$ cat src/rtl/pio_loader.sv
// pio_loader: boot sequencer that copies a program image and a list of
// configuration entries from two synchronous ROMs into the pio command port.
// Each write is a read cycle (ROM address presented) followed by a write
// cycle (ROM data valid, command strobed for exactly one cycle).
module pio_loader #(
  parameter int PROG_DEPTH   = 32,
  parameter int CONF_DEPTH   = 32,
  parameter int NUM_SM       = 4,
  parameter int LOAD_ACTION  = 1,
  parameter int AUTO_START   = 1,
  parameter int CLEAR_UNUSED = 1,
  localparam int PAW = $clog2(PROG_DEPTH),
  localparam int CAW = $clog2(CONF_DEPTH),
  localparam int MW  = (NUM_SM > 2) ? $clog2(NUM_SM) : 1
) (
  input  logic           clk_25mhz,
  input  logic           reset,
  input  logic           start,
  input  logic [PAW:0]   prog_len,
  input  logic [CAW:0]   conf_len,
  output logic [PAW-1:0] prog_addr,
  input  logic [15:0]    prog_data,
  output logic [CAW-1:0] conf_addr,
  input  logic [39:0]    conf_data,
  output logic [5:0]     action,
  output logic [4:0]     index,
  output logic [31:0]    din,
  output logic [1:0]     mindex,
  output logic           busy,
  output logic           done,
  output logic           err
);

  localparam logic [PAW:0] PROG_DEPTH_L  = PROG_DEPTH[PAW:0];
  localparam logic [CAW:0] CONF_DEPTH_L  = CONF_DEPTH[CAW:0];
  localparam logic [PAW:0] P_ONE         = {{PAW{1'b0}}, 1'b1};
  localparam logic [CAW:0] C_ONE         = {{CAW{1'b0}}, 1'b1};
  localparam logic [5:0]   LOAD_ACTION_L = LOAD_ACTION[5:0];

  typedef enum logic [2:0] {
    S_IDLE,
    S_P_RD,
    S_P_WR,
    S_C_RD,
    S_C_WR,
    S_DONE
  } state_t;

  state_t         state_q, state_d;
  logic [PAW-1:0] p_q, p_d;
  logic [CAW-1:0] c_q, c_d;
  logic [PAW:0]   plen_q, plen_d;
  logic [PAW:0]   n_q, n_d;
  logic [CAW:0]   clen_q, clen_d;
  logic [4:0]     index_q, index_d;
  logic           err_q, err_d;
  logic           auto_q, auto_d;

  logic           launch;
  logic           len_bad;
  logic [PAW:0]   n_launch;
  logic           p_last;
  logic           c_last;
  logic [1:0]     mindex_cfg;

  // Only MW bits of the state-machine selector are meaningful; the rest read as 0.
  generate
    if (MW >= 2) begin : g_mindex_full
      assign mindex_cfg = conf_data[39:38];
    end else begin : g_mindex_narrow
      assign mindex_cfg = {1'b0, conf_data[38]};
    end
  endgenerate

  assign launch   = ((state_q == S_IDLE) || (state_q == S_DONE)) && (start || auto_q);
  assign len_bad  = (prog_len > PROG_DEPTH_L) || (conf_len > CONF_DEPTH_L);
  // With zero-fill every slot is written, otherwise only the loaded ones.
  assign n_launch = (CLEAR_UNUSED != 0) ? PROG_DEPTH_L : prog_len;
  assign p_last   = (({1'b0, p_q} + P_ONE) == n_q);
  assign c_last   = (({1'b0, c_q} + C_ONE) == clen_q);

  // State and counter registers; reset aborts any load and re-arms auto-start.
  always_ff @(posedge clk_25mhz) begin
    if (reset) begin
      state_q <= S_IDLE;
      p_q     <= '0;
      c_q     <= '0;
      plen_q  <= '0;
      n_q     <= '0;
      clen_q  <= '0;
      index_q <= '0;
      err_q   <= 1'b0;
      auto_q  <= (AUTO_START != 0);
    end else begin
      state_q <= state_d;
      p_q     <= p_d;
      c_q     <= c_d;
      plen_q  <= plen_d;
      n_q     <= n_d;
      clen_q  <= clen_d;
      index_q <= index_d;
      err_q   <= err_d;
      auto_q  <= auto_d;
    end
  end

  // Next-state logic: launch/length check, program loop, config loop.
  always_comb begin
    state_d = state_q;
    p_d     = p_q;
    c_d     = c_q;
    plen_d  = plen_q;
    n_d     = n_q;
    clen_d  = clen_q;
    index_d = index_q;
    err_d   = err_q;
    auto_d  = auto_q;
    unique case (state_q)
      S_IDLE, S_DONE: begin
        if (launch) begin
          auto_d = 1'b0;
          err_d  = len_bad;
          plen_d = prog_len;
          clen_d = conf_len;
          n_d    = n_launch;
          p_d    = '0;
          c_d    = '0;
          if (len_bad) begin
            state_d = S_IDLE;
          end else if (n_launch != '0) begin
            state_d = S_P_RD;
          end else if (conf_len != '0) begin
            state_d = S_C_RD;
          end else begin
            state_d = S_DONE;
          end
        end
      end
      S_P_RD: state_d = S_P_WR;
      S_P_WR: begin
        index_d = 5'(p_q);
        if (p_last) begin
          state_d = (clen_q != '0) ? S_C_RD : S_DONE;
        end else begin
          p_d     = p_q + P_ONE[PAW-1:0];
          state_d = S_P_RD;
        end
      end
      S_C_RD: state_d = S_C_WR;
      S_C_WR: begin
        if (c_last) begin
          state_d = S_DONE;
        end else begin
          c_d     = c_q + C_ONE[CAW-1:0];
          state_d = S_C_RD;
        end
      end
      default: state_d = S_IDLE;
    endcase
  end

  // Command port: strobe only in write cycles, data taken straight from ROM.
  always_comb begin
    action = 6'd0;
    index  = index_q;
    din    = 32'h0;
    mindex = 2'd0;
    unique case (state_q)
      S_P_WR: begin
        action = LOAD_ACTION_L;
        index  = 5'(p_q);
        din    = ({1'b0, p_q} < plen_q) ? {16'h0, prog_data} : 32'h0;
      end
      S_C_WR: begin
        action = conf_data[37:32];
        din    = conf_data[31:0];
        mindex = mindex_cfg;
      end
      default: ;
    endcase
  end

  assign prog_addr = p_q;
  assign conf_addr = c_q;
  assign busy      = (state_q != S_IDLE) && (state_q != S_DONE);
  assign done      = (state_q == S_DONE);
  assign err       = err_q;

endmodule

$ cat config.mk
export PLATFORM = sky130hd
export DESIGN_NAME = pio_loader
export DESIGN_NICKNAME = d
export VERILOG_FILES = /design/src/rtl/pio_loader.sv
export SDC_FILE = /design/constraint.sdc
export NUM_CORES = 1
export LEC_CHECK = 0
export CAP_MARGIN = 10
export CELL_PAD_IN_SITES_DETAIL_PLACEMENT = 1
export CELL_PAD_IN_SITES_GLOBAL_PLACEMENT = 2
export CORE_UTILIZATION = 21
export CTS_CLUSTER_DIAMETER = 150
export CTS_CLUSTER_SIZE = 16
export DETAILED_ROUTE_END_ITERATION = 10
export GPL_TIMING_DRIVEN = 0
export HOLD_SLACK_MARGIN = 0.08
export MAX_ROUTING_LAYER = met4
export PLACE_DENSITY = 0.92
export REMOVE_ABC_BUFFERS = 1
export SYNTH_ARGS = -nofsm -noshare
export SYNTH_HDL_FRONTEND = slang
export SYNTH_SLANG_ARGS = --single-unit
$ cat constraint.sdc
create_clock -name clk_25mhz -period 6.2 [get_ports clk_25mhz]
set_clock_uncertainty 0.15 [all_clocks]
set_input_delay 1.55 -clock clk_25mhz [delete_from_list [all_inputs] [get_ports clk_25mhz]]
set_output_delay 1.55 -clock clk_25mhz [all_outputs]
set_load 0.05 [all_outputs]
==> metrics.txt, run 1 <==
outcome=finished, final reports clean; CTS tree=built; met1 GRT Util=16.3%; mapped cell area=0.00216 mm²; Slew Viols, Final=0; top_reg_cell synth=dfxtp_1; Syn Inst Count=265; final-report hold violation count=0; main area contributors after synthesis=dfxtp_1, and2_1, a22o_1, mux2i_1, nor2_1; Crit path depth=7; IO Pins=129; crit end category=output port; worst path cell trace=ha_1 -> a21o_1 -> a21o_1 -> a211oi_1 -> o31a_1 -> a22o_1 -> clkdlybuf4s50_1; die width=103 µm; required time worst endpoint=4500 ps; die height=103 µm; syn avg cell area=8.14 µm²; vias per cell=4.68; post-synthesis sequential area ratio=30.6%; GRT Max-Usage Layer=met2; most common cell after layout, fill and taps aside=clkdlybuf4s50_1; die area=0.0107 mm²; Top Family by Delay on Critical Path=compound AO/OA/AOI/OAI gates; hold_buf cts=0; Crit Path Max Fanout=16; ys async rst share=0%; CTS root buf=clkbuf_8; vias in the first global route=2517; Ant. Diodes=0; area leader, netlist=dfxtp_1; Post-CTS Resized=0; maximum clock path buffer count=2; setup slack after placement=1480 ps; synthesized flop and latch total=33; Slew HR=36.5%; first-pass GRT wire length=11500 µm; Leakage=0.00146 µW; CTS clk-pin slew, worst paths=70 ps; period utilisation layout=80.0%; Post-synth EDFFs=0; worst slew pin tran=952 ps; area fraction of the dominant cell type after synthesis=30.6%; DRC marker count from the first detailed-route iteration=50; Hold Crit Class=reg -> reg; Yosys cell types=54; met2 Use GR=25.0%; htree depth=2; Worst Hold Depth=2; Final Non-Filler Cells=522; Final setup viols=0; core area=0.00986 mm²; share of layout cells above drive strength 1=6.43%; most used cell, CP=a21o_1; post-route ant nets=0; total setup buffers inserted after CTS=0; synthesis-to-finish area growth=71.1%; minimum clock period=4960 ps; Crit Path Class=reg -> out; PortBufs=128; yosys warns=0; CTS Sinks=33; drt total wl=7440 µm; pwr dens=148 mW/mm²; vias after detailed routing=2445; initial antenna violation count=0; Worst setup SP type=flop; dpl cells=513; cell area after placement=0.00356 mm²; Peak Freq=202 MHz; Crit-path slowest cell=clkdlybuf4s50_1; TritonCTS buffer count=5; Worst VDD drop=73.5 µV; Clock Latency Late Sink=290 ps; WL/cell=14.2 µm; Design Area, Final=0.00369 mm²; GRT Util Overall=14.2%; Final WS setup=1240 ps; worst r2r path cells=7; CP Buf/Inv Count=1; Remaining DRCs=0; Reg2Reg Setup Slack=3830 ps; # Max-Cap Violations=0; met3 GRT Util=3.23%; nets=466; hpwl dp=5900 µm; worst hold slack=348 ps; RSZ-0062 raised after global routing=no; Cell Rows=36; most frequent cells in the layout=clkdlybuf4s50_1, dfxtp_1, nor2_1; Largest stage delay, worst path=820 ps; largest net degree at the start of global routing=37; Worst EP arrival=3260 ps; GP Congestion=0.780; GR Overflow Total=0; 1st-pass router iterations=4; initial core utilization=21.9%
[final cells by class]
type | instances | area, µm²
clock buffers | 7 | 96.3
clock inverters | 1 | 5.00
fillers | 1150 | 6170
inverters | 7 | 26.3
multi-input cells | 210 | 1410
flip-flops and latches | 33 | 661
well taps | 133 | 166
repair buffers | 131 | 1330
[synthesized netlist by cell type (2+ instances only)]
cell,instances
a31oi_1,2
nor2b_1,8
nand2b_1,5
o211ai_1,2
a21oi_1,6
o21a_1,2
nor2_1,32
buf_2,5
nor3b_1,2
ha_1,7
o21ai_0,4
nor4_1,6
and2_1,26
inv_1,6
dfxtp_1,33
nand2_1,23
clkbuf_1,9
xnor2_1,2
a21o_1,3
nor3_1,3
a211o_1,2
a22o_1,16
a211o_2,2
o21bai_1,2
or4_1,4
mux2i_1,13
nor2_2,2
nand3_1,6
xor2_1,2
a211oi_1,5
mux2_2,2
[metal layers]
metal / wire length (µm) / up-vias
met5: 0 / -
met4: 55 / 0
met3: 443 / 5
met2: 3730 / 101
met1: 3200 / 1153
li1: - / 1186
[path summary, 6_finish.rpt]
kind	from	endpoint
hold reg to reg	plen_q[3]	plen_q[3]
setup reg to reg	conf_addr[0]	conf_addr[4]
hold / removal	plen_q[3]	plen_q[3]
setup / recovery	prog_addr[1]	din[0]
[cell families after synthesis]
kind of cell	share of synthesized area (%)
AND/OR/NAND/NOR	31.1
AO/OA/AOI/OAI	20.5
buffers and inverters	4.47
multiplexers	7.08
adder cells (fa/ha/maj)	4.52
flip-flops	30.6
XOR/XNOR	1.62
[per-stage QoR]
step	power, µW	setup TNS, ps	util (%)
global route	576	0	37.4
global placement	365	-3580	35.8
floorplan	297	0	-
detailed placement	370	0	36.1
CTS	555	0	37.1
finish	548	0	37.4
[registers in the layout, summed over array words and instances, names as in the netlist]
signal	count
auto_q	1
index_q	5
conf_addr	5
clen_q	6
prog_addr	5
n_q	1
state_q	3
err	1
plen_q	6
[where the power goes]
group | internal (µW) | total, µW | switching [µW] | leakage [µW]
Sequential | 222 | 232 | 9.94 | 0.000270
Clock | 100 | 182 | 81.8 | 0.0000542
Combinational | 73.2 | 134 | 60.7 | 0.00114
Total | 395 | 548 | 152 | 0.00146
[worst min-delay path, delay by kind of cell (launching register included)]
family	cells	cell delay, ps
flip-flops	1	330
AND/OR/NAND/NOR	1	70
multiplexers	1	70
Note: power is estimated with default switching activity, not from simulation.
==> inputs of run 2 (changes only) <==
--- a/config.mk
+++ b/config.mk
@@ -8,14 +8,14 @@
 export CAP_MARGIN = 10
 export CELL_PAD_IN_SITES_DETAIL_PLACEMENT = 1
 export CELL_PAD_IN_SITES_GLOBAL_PLACEMENT = 2
-export CORE_UTILIZATION = 21
+export CORE_UTILIZATION = 18
 export CTS_CLUSTER_DIAMETER = 150
 export CTS_CLUSTER_SIZE = 16
 export DETAILED_ROUTE_END_ITERATION = 10
 export GPL_TIMING_DRIVEN = 0
 export HOLD_SLACK_MARGIN = 0.08
 export MAX_ROUTING_LAYER = met4
-export PLACE_DENSITY = 0.92
+export PLACE_DENSITY = 0.85
 export REMOVE_ABC_BUFFERS = 1
 export SYNTH_ARGS = -nofsm -noshare
 export SYNTH_HDL_FRONTEND = slang
==> constraint.sdc (replaced) <==
create_clock -name clk_25mhz -period 4.1 [get_ports clk_25mhz]
set_clock_uncertainty 0.15 [all_clocks]
set_input_delay 1.025 -clock clk_25mhz [delete_from_list [all_inputs] [get_ports clk_25mhz]]
set_output_delay 1.025 -clock clk_25mhz [all_outputs]
set_load 0.05 [all_outputs]
==> run 2 against run 1 <==
- the run now ends with design-rule violations left
- sequential share of layout area fell by 0.20 points
- power is 67% higher
- die area grew 16%
- via count fell by 2.7%
==> metrics.txt, run 2 (same netlist as run 1, synthesis figures left out) <==
die width=111 µm; outcome=complete, but fails checks; Final setup viols=0; Remaining DRCs=6; Clock Latency Late Sink=270 ps; FF-to-FF Start=conf_addr[0]; biggest regs=clen_q (6), plen_q (6); hold_buf cts=0; FILL cells=1350; GP Congestion=0.723; vias in the first global route=2535; Slew HR=38.6%; Worst setup SP type=flop; most used cell, CP=a21o_1; vias per cell=4.48; Reg2Reg Setup Slack=1710 ps; GRT Util Overall=12.6%; # Max-Cap Violations=0; vias after detailed routing=2378; CTS Sinks=33; R2R Path End=conf_addr[4]; nets=466; DRC marker count from the first detailed-route iteration=83; worst slew pin tran=920 ps; Power, Total=916 µW; die height=111 µm; hpwl dp=5950 µm; crit end category=output port; post-route ant nets=0; Crit Path Class=reg -> out; IO Pins=129; final-report hold violation count=0; required time worst endpoint=2920 ps; initial core utilization=18.7%; CP Buf/Inv Count=1; Switching Share=25.5%; Top Family by Delay on Critical Path=compound AO/OA/AOI/OAI gates; core area=0.0116 mm²; Comb pwr share=21.6%; Worst Hold Depth=1; PortBufs=128; largest net degree at the start of global routing=28; Crit-path slowest cell=dlygate4sd2_1; Reg area=661 µm²; TritonCTS buffer count=5; synthesis-to-finish area growth=73.1%; Ant. Diodes=0; Internal=683 µW; Clock Power Share=40.0%; worst r2r path cells=7; Peak Freq=254 MHz; multi-input combinational cell area=0.00141 mm²; most frequent cells in the layout=clkdlybuf4s50_1, dfxtp_1, nor2_1; htree depth=2; initial antenna violation count=0; worst path cell trace=ha_1 -> a21o_1 -> a21o_1 -> a211oi_1 -> o31a_2 -> a22o_1 -> dlygate4sd2_1; Hold Crit Class=reg -> reg; worst hold slack=332 ps; CTS clk-pin slew, worst paths=50 ps; Leakage=0.00155 µW; total setup buffers inserted after CTS=0; pwr dens=245 mW/mm²; Cell Rows=39; period utilisation layout=96.0%; Largest stage delay, worst path=540 ps; Crit Path Max Fanout=16; failing checks=design-rule violations; maximum clock path buffer count=2; RSZ-0062 raised after global routing=no; die area=0.0124 mm²; drt total wl=7420 µm; GR Overflow Total=0; share of layout cells above drive strength 1=6.19%; minimum clock period=3930 ps; most common cell after layout, fill and taps aside=clkdlybuf4s50_1; Worst Hold Endpoint=auto_q; WL/cell=14.0 µm; Psw=233 µW; CTS root buf=clkbuf_16; sequential share of power=38.4%; 1st-pass router iterations=9; hold path start=auto_q; Worst EP arrival=2760 ps; Slew Viols, Final=0; Worst VDD drop=186 µV; first-pass GRT wire length=12400 µm; CTS tree=built
[run 2: changes by cell type in the layout (fill, tap and decap cells not counted), moves of 5 or more]
cell             delta
clkdlybuf4s50_1    -16
dlygate4sd2_1      +15
clkbuf_8            -6
clkbuf_16           +5
[run 2: timing repair]
item	4_1_cts	5_1_grt
pin swaps	0	0
resized for setup	17	2
setup endpoints to repair	16	11
[run 2: worst max-delay path by stage]
stage	start	endpoint	slack, ps	cells past startpoint
after floorplan	state_q[2]	din[0]	-30	3
after global placement	state_q[2]	din[12]	-1600	4
after detailed placement	prog_addr[1]	din[13]	-80	7
after CTS	state_q[2]	din[21]	10	6
after global routing	prog_addr[1]	din[6]	3	7
final	prog_addr[1]	din[13]	170	7
[run 2: power groups by stage]
stage	Sequential [µW]	Clock, µW	Combinational (µW)
floorplan	358	0	91.2
finish	352	366	198
global placement	357	0	194
CTS	351	379	200
detailed placement	358	0	202
global route	354	393	215
[run 2: cell type report]
cell class              instances  area share [%]
flip-flops and latches         33            17.7
repair buffers                131            35.2
multi-input cells             210            37.8
inverters                       7           0.704
clock buffers                   7            3.82
well taps                     143            4.79
[run 2: per-layer routing]
layer	vias to the layer above	GRT usage [%]	share of wire, %	wire (µm)
li1	1184	-	-	-
met1	1107	14.6	43	3180
met2	81	22.3	52	3820
met3	6	2.45	4.9	362
met4	0	2.43	0.69	51
met5	-	-	0	0
[run 2: through the flow]
| step | worst slack (ps) | util (%) | TNS, ps | cells | area, µm² |
|---|---|---|---|---|---|
| floorplan | -26.8 | - | -429 | 250 | 2090 |
| global placement | -1600 | 30.7 | -62460 | 521 | 3550 |
| detailed placement | -82.4 | 31.1 | -878 | 524 | 3600 |
| CTS | 9.99 | 32.2 | 0 | 531 | 3730 |
| global route | 3.02 | 32.3 | 0 | 531 | 3730 |
| finish | 165 | 32.3 | 0 | 531 | 3730 |
==> inputs of run 3 (changes only) <==
--- a/config.mk
+++ b/config.mk
@@ -15,7 +15,7 @@
 export GPL_TIMING_DRIVEN = 0
 export HOLD_SLACK_MARGIN = 0.08
 export MAX_ROUTING_LAYER = met4
-export PLACE_DENSITY = 0.85
+export PLACE_DENSITY = 0.77
 export REMOVE_ABC_BUFFERS = 1
 export SYNTH_ARGS = -nofsm -noshare
 export SYNTH_HDL_FRONTEND = slang
==> run 3 against run 2 <==
- the run still ends with design-rule violations left
- worst hold slack worse by 6.0 ps
- sequential power about the same
- count of clock-buffer cells in the layout down 2
- non-clock buffer count unchanged
- design area is 0.54% lower
- flip-flop and latch count is the same
==> metrics.txt, run 3 (same netlist as run 1, synthesis figures left out) <==
htree depth=2; Reg2Reg Setup Slack=1680 ps; Peak Freq=256 MHz; Crit-path slowest cell=dlygate4sd2_1; minimum clock period=3910 ps; first-pass GRT wire length=12000 µm; sequential share of power=39.2%; die height=111 µm; pwr dens=241 mW/mm²; drt total wl=7310 µm; Worst setup SP type=flop; Psw=234 µW; nets=466; Worst Hold Depth=1; met1 GRT Util=14.1%; Ant. Diodes=0; CTS Sinks=33; GP Congestion=0.741; hold path start=auto_q; failing checks=design-rule violations; Clock Power Share=38.6%; total setup buffers inserted after CTS=0; hold_buf cts=0; Leakage=0.00155 µW; IO Pins=129; Internal=661 µW; outcome=complete, but fails checks; vias in the first global route=2613; hpwl dp=5910 µm; Power, Total=896 µW; Clock Latency Late Sink=270 ps; Worst Hold Endpoint=auto_q; 1st-pass router iterations=9; Crit Path Max Fanout=16; CTS clk-pin slew, worst paths=50 ps; GRT Max-Usage Layer=met2; core area=0.0116 mm²; most frequent cells in the layout=clkdlybuf4s50_1, dfxtp_1, nor2_1; most common cell after layout, fill and taps aside=clkdlybuf4s50_1; R2R Path End=conf_addr[4]; Remaining DRCs=2; Reg area=661 µm²; maximum clock path buffer count=2; Cell Rows=39; post-route ant nets=0; die area=0.0124 mm²; Worst EP arrival=2730 ps; Crit Path Class=reg -> out; period utilisation layout=95.3%; Top Family by Delay on Critical Path=compound AO/OA/AOI/OAI gates; initial antenna violation count=0; most used cell, CP=a21o_1; GR Overflow Total=0; biggest regs=clen_q (6), plen_q (6); worst hold slack=326 ps; vias after detailed routing=2422; Switching Share=26.2%; worst slew pin tran=961 ps; synthesis-to-finish area growth=72.2%; final-report hold violation count=0; PortBufs=128; initial core utilization=18.7%; GRT Util Overall=12.3%; crit end category=output port; DRC marker count from the first detailed-route iteration=62; FILL cells=1336; CTS root buf=clkbuf_16; FF-to-FF Start=conf_addr[0]; Slew Viols, Final=0; CP Buf/Inv Count=1; Slew HR=35.8%; TritonCTS buffer count=5; Final setup viols=0; Post-CTS Resized=17; CTS tree=built; Critical Path Source=prog_addr[1]; worst path cell trace=ha_1 -> a21o_1 -> a21o_1 -> a211oi_1 -> o31a_2 -> a22o_1 -> dlygate4sd2_1; worst r2r path cells=7; RSZ-0062 raised after global routing=no; Hold Crit Class=reg -> reg; fin util=32.1%; Comb pwr share=22.2%; # Max-Cap Violations=0; multi-input combinational cell area=0.00141 mm²; share of layout cells above drive strength 1=6.20%; die width=111 µm; vias per cell=4.57; met2 Use GR=22.0%; met3 GRT Util=2.56%; WL/cell=13.8 µm; Worst VDD drop=123 µV; required time worst endpoint=2920 ps; largest net degree at the start of global routing=27; Largest stage delay, worst path=540 ps
## run 3: worst max-delay path by stage
stage | depth (start not counted) | endpoint | slack, ps
6_report | 7 | din[10] | 190
3_3_place_gp | 4 | din[5] | -1660
2_1_floorplan | 3 | din[0] | -30
5_1_grt | 7 | din[5] | 3
3_5_place_dp | 7 | din[5] | -40
4_1_cts | 7 | din[10] | 180
## run 3: worst register-to-register path, stage by stage (launching register included)
cell,delay (ps)
dfxtp_1,460
ha_1,310
nor2b_1,100
o21a_1,180
o31ai_1,460
a21oi_4,120
or4_1,480
nand3_1,90
## run 3: per-layer routing
layer | vias to the layer above | part of all wire [%]
li1 | 1191 | -
met1 | 1137 | 44
met2 | 92 | 51
met3 | 2 | 4.6
met4 | 0 | 0.36
met5 | - | 0
## run 3: layout make-up
type / instances / area share [%]
clock inverters: 1 / 0.135
repair buffers: 131 / 35.3
flip-flops and latches: 33 / 17.8
clock buffers: 5 / 3.37
well taps: 143 / 4.82
inverters: 7 / 0.708
multi-input cells: 210 / 37.9
## run 3: through the flow
stage               area (µm²)  setup slack [ps]  TNS, ps  cells
finish                    3710               192        0    530
global route              3710              2.91        0    530
CTS                       3710               180        0    530
detailed placement        3600             -38.8     -353    524
global placement          3550             -1660   -64570    521
floorplan                 2090             -26.8     -429    250
## run 3: power groups by stage
stage	combinational, µW	sequential [µW]	clock [µW]
2_1_floorplan	91.2	358	0
5_1_grt	216	354	371
6_report	199	351	346
4_1_cts	201	352	359
3_5_place_dp	203	358	0
3_3_place_gp	196	358	0
